==> src/rtl/shift_word_feeder.sv <==
// Serializes a parallel word onto a bidirectional shift register's d/left inputs.
// Optional downstream load check is compiled in with SHIFT_WORD_CHECK_EN.
module shift_word_feeder #(
  parameter int   WIDTH    = 4,
  parameter logic IDLE_BIT = 1'b0
) (
  input  logic             clk,
  input  logic             rst,
  input  logic             in_valid,
  input  logic [WIDTH-1:0] in_data,
  input  logic             in_dir,
`ifdef SHIFT_WORD_CHECK_EN
  input  logic [WIDTH-1:0] q_in,
  output logic             load_err,
`endif
  output logic             in_ready,
  output logic             d,
  output logic             left,
  output logic             busy,
  output logic             word_loaded
);

  localparam int CW = $clog2(WIDTH + 1);

  typedef enum logic [1:0] {
    S_IDLE  = 2'd0,
    S_SHIFT = 2'd1,
    S_DONE  = 2'd2
  } state_t;

  state_t           r_state;
  logic [CW-1:0]    r_cnt;
  logic [WIDTH-1:0] r_buf;
  logic             r_d;
  logic             r_left;
  logic             r_word_loaded;
  logic             w_accept;

`ifdef SHIFT_WORD_CHECK_EN
  logic [WIDTH-1:0] r_word;
  logic             r_load_err;
  assign load_err = r_load_err;
`endif

  assign in_ready    = (r_state == S_IDLE) && !rst;
  assign w_accept    = in_valid && in_ready;
  assign d           = r_d;
  assign left        = r_left;
  assign busy        = (r_state != S_IDLE);
  assign word_loaded = r_word_loaded;

  // The buffer shifts toward the exit end each bit, so the next bit is always
  // at a fixed position next to the one already presented.
  always_ff @(posedge clk) begin
    if (rst) begin
      r_state       <= S_IDLE;
      r_cnt         <= '0;
      r_buf         <= '0;
      r_d           <= IDLE_BIT;
      r_left        <= 1'b0;
      r_word_loaded <= 1'b0;
`ifdef SHIFT_WORD_CHECK_EN
      r_word        <= '0;
      r_load_err    <= 1'b0;
`endif
    end else begin
      case (r_state)
        S_IDLE: begin
          r_d           <= IDLE_BIT;
          r_word_loaded <= 1'b0;
          if (w_accept) begin
            r_buf   <= in_data;
            r_left  <= in_dir;
            r_d     <= in_dir ? in_data[WIDTH-1] : in_data[0];
            r_cnt   <= CW'(1);
            r_state <= S_SHIFT;
`ifdef SHIFT_WORD_CHECK_EN
            r_word  <= in_data;
`endif
          end
        end
        S_SHIFT: begin
          if (r_cnt == CW'(WIDTH)) begin
            r_d           <= IDLE_BIT;
            r_word_loaded <= 1'b1;
            r_state       <= S_DONE;
          end else begin
            r_d   <= r_left ? r_buf[WIDTH-2] : r_buf[1];
            r_buf <= r_left ? (r_buf << 1) : (r_buf >> 1);
            r_cnt <= r_cnt + 1'b1;
          end
        end
        S_DONE: begin
          r_word_loaded <= 1'b0;
          r_state       <= S_IDLE;
`ifdef SHIFT_WORD_CHECK_EN
          if (q_in != r_word) r_load_err <= 1'b1;
`endif
        end
        default: r_state <= S_IDLE;
      endcase
    end
  end

endmodule

==> config.mk <==
export PLATFORM = sky130hd
export DESIGN_NAME = shift_word_feeder
export DESIGN_NICKNAME = d
export VERILOG_FILES = /design/src/rtl/shift_word_feeder.sv
export SDC_FILE = /design/constraint.sdc
export NUM_CORES = 1
export LEC_CHECK = 0
export CAP_MARGIN = 20
export CORE_MARGIN = 2
export CORE_UTILIZATION = 35
export DETAILED_ROUTE_END_ITERATION = 12
export PLACE_DENSITY = 0.68
export SLEW_MARGIN = 0
export SYNTH_ARGS = -nofsm -noshare
export SYNTH_HDL_FRONTEND = slang
export SYNTH_SLANG_ARGS = --single-unit
export TNS_END_PERCENT = 30
==> constraint.sdc <==
create_clock -name clk -period 4.4 [get_ports clk]
set_input_delay 0.88 -clock clk [delete_from_list [all_inputs] [get_ports clk]]
set_output_delay 0.88 -clock clk [all_outputs]
set_load 0.03 [all_outputs]
After elaboration in Yosys (flattened, before gate mapping) --
Cells that the tools add are included.
Operators by class: add/sub/neg operators 1, equal/unequal tests 6, mux-type cells 17, reductions and logical operators 12
Operators by type and width (count):
- $mux W4 | 3
- $pmux W4 S2 | 1
- $mux W3 | 2
- $ne A2 B2 Y1 const B | 3
- $pmux W3 S2 | 1
- $reduce_and A2 Y1 | 3
- $reduce_bool A2 Y1 | 3
- $mux W1 | 5
- $mux W2 | 2
- $pmux W1 S2 | 2
- $pmux W2 S2 | 1
- $add A3 B1 Y3 const B | 1
- $eq A3 B3 Y1 const B | 1
- $reduce_and A3 Y1 | 1
- $eq A2 B1 Y1 const B | 1
- $eq A2 B2 Y1 const B | 1
- $logic_and A1 B1 Y1 | 2
- $logic_not A2 Y1 | 1
- $reduce_or A2 Y1 | 1
- $logic_not A1 Y1 | 1
Storage, ports and cells: register bits 12, output and inout bits 5, word-level logic and storage cells 42

Logic depth before layout (Yosys ltp) --
depth after elaboration 5, depth in mapped cells 6

Worst setup path after synthesis --
Ideal clock, no wire load.
path type input -> output, start point input rst, end point output in_ready, arrival 1.293 ns, data required time 3.520 ns, slack 2.227 ns, stages on the path 1, buffers on the path 0, cells stage by stage nor2_1
On the way: cells in the longest elaborated chain, start to end 2
Ends and longest elaborated chain:
- start, declared | line 8 | input logic rst,
- $logic_not A1 Y1 | line 45 | assign in_ready = (r_state == S_IDLE) && !rst;
- $logic_and A1 B1 Y1 | line 45
- end, declared | line 16 | output logic in_ready,
Every way passes these cells.

Worst setup path after layout --
Same ends and word-level chain as after synthesis.

==> run_results.csv <==
group,metric,value,unit
status,status,"finished clean",
synthesis,synth_cells,58,
die,die_h,45.0,µm
synthesis,synth_area,589,µm²
placed_design,placed_cell_area,726,µm²
detailed_routing,ant_nets,0,
global_routing,grt_pass1_vias,462,
layout,fin_nets,84,
sta,min_period,3090,ps
clocking,clkSinkCount,12,
global_routing,antenna_found_initial,0,
global_routing,grt.overflow.total,0,
synthesis,syn_nets,68,
sta,setup_tns,0,ps
synthesis,ys_seq_area_share,40.8,%
sta,drv_slew,0,
setup_path,r2r_slack,2790,ps
sta,max_slew.worst_pin.slew,581,ps
synthesis,yosys.area.top_type,"dfxtp_1",
flow_run,max-cap-violations,0,
synthesis,yosysMostFrequentCell,"dfxtp_1",
setup_path,critPathCapture,"in_ready",
setup_path,crit_fanout,6,
detailed_routing,first_pass_iters,3,
detailed_routing,drc_errors,0,
global_routing,grt_max_degree,10,
power,p_per_area,330,nW/µm²
detailed_routing,viasPerCell,5.27,
setup_path,reg2reg_to,"r_buf[2]$_SDFFE_PP0P_",
setup_path,crit_arrival,2210,ps
detailed_routing,totalWireLength,1150,µm
die,core,1540,µm²
sta,timing.fmax,0.324,GHz
sta,finalCritPeriodShare,70.1,%
placed_design,dpl.hpwl,859,µm
sta,finalSetupViolCount,0,
synthesis,async_flop_share,0,%
setup_path,regToRegStartpoint,"r_cnt[0]$_SDFFE_PP0P_",
global_routing,grt_pass1_wl,1900,µm
clocking,cts_setup_buffers,0,
placed_design,place_congestion,0.754,
clocking,cts_tree,"built",
synthesis,ys_top_cells_by_count,"dfxtp_1 (12), mux2i_1 (7), nor2_1 (4), nor2b_1 (4), o2bb2ai_1 (4)",
power,power.leakage,0.320,nW
clocking,clockRootBuffer,"clkbuf_4",
placed_design,portBuffers,12,
die,die_x,45.0,µm
layout,antennaDiodeCount,0,
global_routing,grt_use_total,13.5,%
synthesis,synthDistinctLibCells,24,
die,start_util,38.2,%
die,rows,14,
clocking,htree_num_levels,1,
synthesis,ys.flop_type,"dfxtp_1",
layout,drive_above_1_share,13.7,%
hold_path,hold_class,"reg2reg",
synthesis,synth-edff-count,0,
power,peakVddDrop,0.000199,V
sta,hold_viol,0,
setup_path,required,3520,ps
setup_path,start_kind,"primary input",
clocking,holdBufCountCts,0,
setup_path,r2r.worst_path.cells,5,
die,ios,13,
clocking,clock_latency,280,ps
sta,holdWs,467,ps
clocking,cts_made_buffers,3,
layout,fillers,151,
hold_path,hold_depth,1,
clocking,clkTransAtPathRegs,80,ps
synthesis,ys_seq_elements,12,
detailed_routing,route.vias.total,469,
sta,skew,4.65,ps
detailed_routing,wire_per_inst,12.9,µm
synthesis,avgSynthCellArea,10.2,µm²
clocking,clock_path_buffers,2,
layout,stdcell_area,762,µm²
layout,areaGrowthSynthToFinish,29.3,%
placed_design,place_ws,1320,ps
synthesis,yosys_warnings,0,
setup_path,end_kind,"output pin",
setup_path,crit_type,"in2out",
layout,multi_input_area,329,µm²
sta,fin_ws,1310,ps
synthesis,synth.top_cell.area_share,40.8,%
layout,regArea,240,µm²
die,dieArea,2030,µm²
sta,worst_slew_margin_rel,61.2,%
detailed_routing,drtIter0Drc,6,
clocking,ctsResizeCount,0,
sta,rsz0062_at_grt,"false",
synthesis,synth_area_leaders,"dfxtp_1 (41%), mux2i_1 (12%), o2bb2ai_1 (5.9%), ha_1 (4.2%), nor2b_1 (4.2%)",
setup_path,critPathLaunch,"rst",
-- registers in the layout, summed over array words and instances (netlist names) --
| signal | count |
|---|---|
| d | 1 |
| word_loaded | 1 |
| r_cnt | 3 |
| r_buf | 4 |
| left | 1 |
| r_state | 2 |
-- stage by stage --
step	utilization [%]	power (mW)	cells
finish	49.4	0.251	89
global route	49.4	0.263	89
CTS	49.4	0.254	89
detailed placement	47.1	0.164	85
global placement	47.1	0.163	85
floorplan	-	0.147	58
-- cell usage in the layout, fill, tap and decap left out --
cell,count
nand2_1,2
inv_1,3
o311a_1,1
clkbuf_8,1
clkbuf_4,3
o211a_1,1
or4_4,1
a22o_2,1
and3_1,1
a22o_1,1
nor3b_1,2
or2_2,1
nor2_1,4
o21a_1,1
mux2i_1,7
o31a_1,1
mux2_2,2
o2bb2ai_1,4
clkinv_2,1
dfxtp_1,12
clkdlybuf4s50_1,12
a32o_1,1
ha_1,2
and2_1,2
nor2b_1,4
nand2b_1,2
-- cells by family after synthesis --
group	synth area share (%)
flops	40.8
mux	15.7
compound gates	17.0
simple gates	18.9
buf+inv	3.40
fa+ha+maj	4.25
-- worst min path at each step --
stage	slack (ps)	end	from
after detailed placement	450	r_buf[3]$_SDFFE_PP0P_	r_buf[3]$_SDFFE_PP0P_
after floorplan	430	r_buf[0]$_SDFFE_PP0P_	r_buf[0]$_SDFFE_PP0P_
after global routing	490	r_buf[0]$_SDFFE_PP0P_	r_buf[0]$_SDFFE_PP0P_
final	470	r_buf[0]$_SDFFE_PP0P_	r_buf[0]$_SDFFE_PP0P_
after global placement	450	r_buf[3]$_SDFFE_PP0P_	r_buf[3]$_SDFFE_PP0P_
after CTS	470	r_buf[0]$_SDFFE_PP0P_	r_buf[0]$_SDFFE_PP0P_
-- final cells by class --
type                    count  share of cell area, %
multi-input cells          41                   43.2
well taps                  16                   2.63
repair buffers             12                   15.8
flip-flops and latches     12                   31.5
clock buffers               4                   4.76
inverters                   4                   2.13
-- power by group --
part           internal, mW  leakage, nW  switching (mW)
clock network        0.0503       0.0210          0.0396
registers             0.115       0.0984         0.00542
logic                0.0225        0.201          0.0187
total                 0.187        0.320          0.0637
-- metal layers --
layer / up-vias / wire (µm) / global-route usage (%)
li1: 237 / - / -
met1: 218 / 561 / 15.9
met2: 14 / 516 / 21.4
met3: 0 / 71 / 6.00
met4: 0 / 0 / 5.29
met5: - / 0 / 0
-- critical path, stage by stage --
cell and delay (ps):
clkdlybuf4s50_1 510, nor2_1 140, clkdlybuf4s50_1 670
(Power assumes the default switching activity.)
